File: src/rtl/id_ex_stage.sv
// ID/EX pipeline register with load-use hazard detection, bubble/flush handling and sticky halt.
// Optional PERF_CNT_EN macro enables saturating stall/bubble performance counters.
module id_ex_stage #(
  parameter int unsigned DATA_W = 16,
  parameter int unsigned REG_AW = 4
) (
  input  logic              clk,
  input  logic              rst_n,
  input  logic              ID_valid,
  input  logic [3:0]        ID_opcode,
  input  logic [REG_AW-1:0] ID_rs,
  input  logic [REG_AW-1:0] ID_rt,
  input  logic [REG_AW-1:0] ID_rd,
  input  logic [DATA_W-1:0] ID_rs_data,
  input  logic [DATA_W-1:0] ID_rt_data,
  input  logic [DATA_W-1:0] ID_imm,
  input  logic [DATA_W-1:0] ID_pc_plus2,
  input  logic              ID_RegWrite,
  input  logic              ID_MemWrite,
  input  logic              ID_MemRead,
  input  logic              flush,
  input  logic              mem_stall,
  output logic              EX_valid,
  output logic [3:0]        EX_opcode,
  output logic [REG_AW-1:0] EX_rs,
  output logic [REG_AW-1:0] EX_rt,
  output logic [REG_AW-1:0] EX_rd,
  output logic [DATA_W-1:0] EX_rs_data,
  output logic [DATA_W-1:0] EX_rt_data,
  output logic [DATA_W-1:0] EX_imm,
  output logic [DATA_W-1:0] EX_pc_plus2,
  output logic              EX_RegWrite,
  output logic              EX_MemWrite,
  output logic              EX_MemRead,
  output logic              lu_stall,
  output logic              halted,
  output logic [15:0]       stall_cnt,
  output logic [15:0]       bubble_cnt
);

  localparam int unsigned CNT_W = 16;

  localparam logic [1:0] RUN      = 2'b00;
  localparam logic [1:0] LU_STALL = 2'b01;
  localparam logic [1:0] HALTED   = 2'b10;

  localparam logic [3:0] OP_ADD    = 4'b0000;
  localparam logic [3:0] OP_SUB    = 4'b0001;
  localparam logic [3:0] OP_XOR    = 4'b0010;
  localparam logic [3:0] OP_RED    = 4'b0011;
  localparam logic [3:0] OP_SLL    = 4'b0100;
  localparam logic [3:0] OP_SRA    = 4'b0101;
  localparam logic [3:0] OP_ROR    = 4'b0110;
  localparam logic [3:0] OP_PADDSB = 4'b0111;
  localparam logic [3:0] OP_LW     = 4'b1000;
  localparam logic [3:0] OP_SW     = 4'b1001;
  localparam logic [3:0] OP_LLB    = 4'b1010;
  localparam logic [3:0] OP_LHB    = 4'b1011;
  localparam logic [3:0] OP_BR     = 4'b1101;
  localparam logic [3:0] OP_HLT    = 4'b1111;

  logic [1:0] state_q;
  logic [1:0] state_d;
  logic       uses_rs;
  logic       uses_rt;
  logic       uses_rd;
  logic       src_match;
  logic       hazard;
  logic       halt_req;
  logic       hold;
  logic       load_bubble;

  // Which register fields the ID instruction actually reads.
  always_comb begin
    uses_rs = 1'b0;
    uses_rt = 1'b0;
    uses_rd = 1'b0;
    case (ID_opcode)
      OP_ADD, OP_SUB, OP_XOR, OP_RED, OP_PADDSB: begin
        uses_rs = 1'b1;
        uses_rt = 1'b1;
      end
      OP_SLL, OP_SRA, OP_ROR, OP_LW, OP_SW, OP_BR: uses_rs = 1'b1;
      OP_LLB, OP_LHB:                              uses_rd = 1'b1;
      default: ;
    endcase
  end

  assign src_match = (uses_rs && (ID_rs == EX_rd)) ||
                     (uses_rt && (ID_rt == EX_rd)) ||
                     (uses_rd && (ID_rd == EX_rd));

  assign hazard = (state_q == RUN) && ID_valid && EX_valid && EX_MemRead &&
                  (EX_rd != REG_AW'(0)) && src_match;

  assign lu_stall = hazard && !flush && !mem_stall;
  assign halt_req = (state_q == RUN) && EX_valid && (EX_opcode == OP_HLT);

  // Next state and EX-register load selection, in edge priority order.
  always_comb begin
    state_d     = state_q;
    hold        = 1'b0;
    load_bubble = 1'b0;
    if (state_q == HALTED) begin
      load_bubble = 1'b1;
    end else if (mem_stall) begin
      hold = 1'b1;
    end else if (halt_req) begin
      state_d     = HALTED;
      load_bubble = 1'b1;
    end else if (flush) begin
      state_d     = RUN;
      load_bubble = 1'b1;
    end else if (lu_stall) begin
      state_d     = LU_STALL;
      load_bubble = 1'b1;
    end else begin
      state_d     = RUN;
      load_bubble = !ID_valid;
    end
  end

  always_ff @(posedge clk) begin
    if (!rst_n) begin
      state_q <= RUN;
      halted  <= 1'b0;
    end else begin
      state_q <= state_d;
      halted  <= (state_d == HALTED);
    end
  end

  always_ff @(posedge clk) begin
    if (!rst_n || (!hold && load_bubble)) begin
      EX_valid    <= 1'b0;
      EX_opcode   <= 4'd0;
      EX_rs       <= '0;
      EX_rt       <= '0;
      EX_rd       <= '0;
      EX_rs_data  <= '0;
      EX_rt_data  <= '0;
      EX_imm      <= '0;
      EX_pc_plus2 <= '0;
      EX_RegWrite <= 1'b0;
      EX_MemWrite <= 1'b0;
      EX_MemRead  <= 1'b0;
    end else if (!hold) begin
      EX_valid    <= 1'b1;
      EX_opcode   <= ID_opcode;
      EX_rs       <= ID_rs;
      EX_rt       <= ID_rt;
      EX_rd       <= ID_rd;
      EX_rs_data  <= ID_rs_data;
      EX_rt_data  <= ID_rt_data;
      EX_imm      <= ID_imm;
      EX_pc_plus2 <= ID_pc_plus2;
      EX_RegWrite <= ID_RegWrite;
      EX_MemWrite <= ID_MemWrite;
      EX_MemRead  <= ID_MemRead;
    end
  end

`ifdef PERF_CNT_EN
  // Saturating counters, frozen while memory is busy.
  always_ff @(posedge clk) begin
    if (!rst_n) begin
      stall_cnt  <= '0;
      bubble_cnt <= '0;
    end else if (!mem_stall) begin
      if (lu_stall && (stall_cnt != {CNT_W{1'b1}}))
        stall_cnt <= stall_cnt + CNT_W'(1);
      if (load_bubble && (bubble_cnt != {CNT_W{1'b1}}))
        bubble_cnt <= bubble_cnt + CNT_W'(1);
    end
  end
`else
  assign stall_cnt  = CNT_W'(0);
  assign bubble_cnt = CNT_W'(0);
`endif

endmodule

File: config.mk
export PLATFORM = sky130hd
export DESIGN_NAME = id_ex_stage
export DESIGN_NICKNAME = d
export VERILOG_FILES = /design/src/rtl/id_ex_stage.sv
export SDC_FILE = /design/constraint.sdc
export NUM_CORES = 1
export LEC_CHECK = 0
export CORE_MARGIN = 1
export CORE_UTILIZATION = 30
export DETAILED_ROUTE_END_ITERATION = 10
export SYNTH_ARGS = -nofsm -noshare
export SYNTH_HDL_FRONTEND = slang
export SYNTH_SLANG_ARGS = --single-unit
export TNS_END_PERCENT = 10
File: constraint.sdc
create_clock -name clk -period 3.6 [get_ports clk]
set_clock_uncertainty 0.1 [all_clocks]
set_input_delay 0.9 -clock clk [delete_from_list [all_inputs] [get_ports clk]]
set_output_delay 0.9 -clock clk [all_outputs]
set_load 0.02 [all_outputs]
==> metrics <==
WP data required 2.60 ns; wire per inst 14.3 um; Main synth FF type dfxtp_1; row cnt 41; worst slew pin tran 1.18 ns; global-route wire length before repair 15,700 um; port bufs 173; Fmax achieved 286 MHz; Iter 0 DRT Violations 125; Peak supply drop 0.000215 V; Final Hold Viols 0; yosys warns 0; CTS Buffer Depth 2; clock-pin transition on the worst setup and hold timing paths 0.06 ns; CTS tree done; vias in the first global route 3,135; DPL Wire Length 7060 um; CTS buffer count 9; DR vias 3,163; fraction of layout cells with a size suffix above 1 5.87%; unrepaired setup endpoints after global routing no; synth unique cells 30; min cycle time layout 3.50 ns; CP startpoint kind input port; vias per cell 4.52; GR Overflow Total 0; Clk Latency, worst-skew pair 0.34 ns; Remaining DRCs 0; maxcap violations 0; core area 12,600 um^2; initial core utilization 30.6%; CTS H-Tree Depth 3; critical path class input port to output port; initial antenna violation count 0; Ant. Diodes 0; Crit. End Element output port; Post-CTS Resized 0; Die Y 116 um; setup ws final 0.0982 ns; Syn Inst Count 360; Die ar. 13,300 um^2; nets 611; most frequent cells in the layout clkdlybuf4s50_1, dfxtp_1, nor3b_1; asr flop ratio synth 0%; Pre-antenna DRT Iters 4; Leak 2.37 nW; commonest non-fill, non-tap cell in the layout clkdlybuf4s50_1; total global-route track usage 15.3%; root buffer cell clkbuf_16; Area growth syn-to-layout 55.5%; Num Clock Sinks 87; Pwr Density 403 nW/um^2; number of synthesized register bits 87; hold buffer count at cts 0; Detail Route Antenna Nets 0; Rel. slew slack 21.3%; status finished clean; placed insts 684; Critical Path AT 2.50 ns; final worst path period share 97.3%; FF-to-FF setup slack 1.21 ns; Tot Pwr 2.42 mW; Mapped Avg Cell Area 10.7 um^2; final cell count without fillers 700; EDFF count, synth 0; I/O Pins 206; CP max FO 3; register area share after synthesis 45.0%; FILL cells 1,242; Post-Route WL 9980 um; Post-CTS Setup Inserts 0; largest net degree at the start of global routing 85; Setup violations, final 0; worst hold path type flip-flop to flip-flop; Die X-Extent 116 um; pre-CTS setup slack 0.0555 ns; Slew Limit Fails 0; Netlist Area Pre-Place 3870 um^2; TNS Setup 0 ns; GPL Wtd Cong 0.786
==> cell usage after synthesis (3+ instances only) <==
cell type  count  area, um^2
xor2_1         8        70.1
buf_4         36         270
dfxtp_1       87        1740
buf_1          3        11.3
nor2b_1        3        18.8
nor2_1         3        11.3
clkbuf_1      11        41.3
mux2i_1       82         821
nor3b_1       83         623
nor3_1         3        15.0
inv_1          6        22.5
buf_2         11        55.1
==> routing by layer <==
layer | track usage, % | routed length, um | vias up
met4 | 4.76 | 110 | 0
li1 | - | - | 1525
met5 | 0 | 0 | -
met1 | 18.1 | 4160 | 1496
met3 | 6.75 | 940 | 9
met2 | 24.9 | 4770 | 133
==> worst max-delay path, cell delays in order <==
cell	delay (ns)
clkdlybuf4s50_1	0.51
inv_1	0.07
a2111oi_2	0.34
nand4_1	0.19
a211oi_4	0.32
buf_6	0.17
==> final timing paths <==
kind | start | to | cells after the start
setup / recovery | ID_rt[1] | lu_stall | 6
hold / removal | EX_imm[7] | EX_imm[7] | 2
setup reg to reg | EX_rd[0] | state_q[0] | 7
hold reg to reg | EX_imm[7] | EX_imm[7] | 2
==> state kept, by name, indices dropped and copies added (netlist names) <==
register,count
EX_imm,16
EX_pc_plus2,16
EX_rs_data,16
EX_rt_data,16
EX_opcode,4
EX_rd,4
EX_rs,4
EX_rt,4
state_q,2
EX_MemRead,1
EX_MemWrite,1
EX_RegWrite,1
EX_valid,1
halted,1
==> layout make-up <==
cell class                 count  area (um^2)  area share, %
tap                          172          215           3.58
clock inverter                 5         63.8           1.06
inverter                       6         22.5          0.375
timing repair buffer         182         1850           30.8
clock buffer                  11          253           4.20
sequential                    87         1740           29.0
multi-input combinational    237         1870           31.0
==> stage by stage <==
stage | instance area [um^2] | utilization, % | hold WS [ns]
after CTS | 6000 | 47.6 | 0.428
final | 6010 | 47.7 | 0.425
after detailed placement | 5690 | 45.1 | 0.412
after global routing | 6010 | 47.7 | 0.452
after global placement | 5690 | 45.1 | 0.411
after floorplan | 3980 | - | 0.345
==> cell families (layout without fill, tap and decap cells) <==
family	after synthesis	after routing	share of synthesized area, %
AOI/OAI and AO/OA	12	12	2.39
xor gates and xnor gates	10	10	2.26
buffers and inverters	67	204	10.4
DFF	87	87	45.0
muxes	82	82	21.2
other	1	32	0.0970
and+or+nand+nor	101	101	18.6
==> where the power goes <==
part / leakage (nW) / internal [mW] / switching, mW
registers: 0.711 / 1.00 / 0.0251
clock network: 0.152 / 0.580 / 0.388
logic: 1.50 / 0.235 / 0.192
total: 2.37 / 1.82 / 0.604
Power figures use the tool's default switching activity.
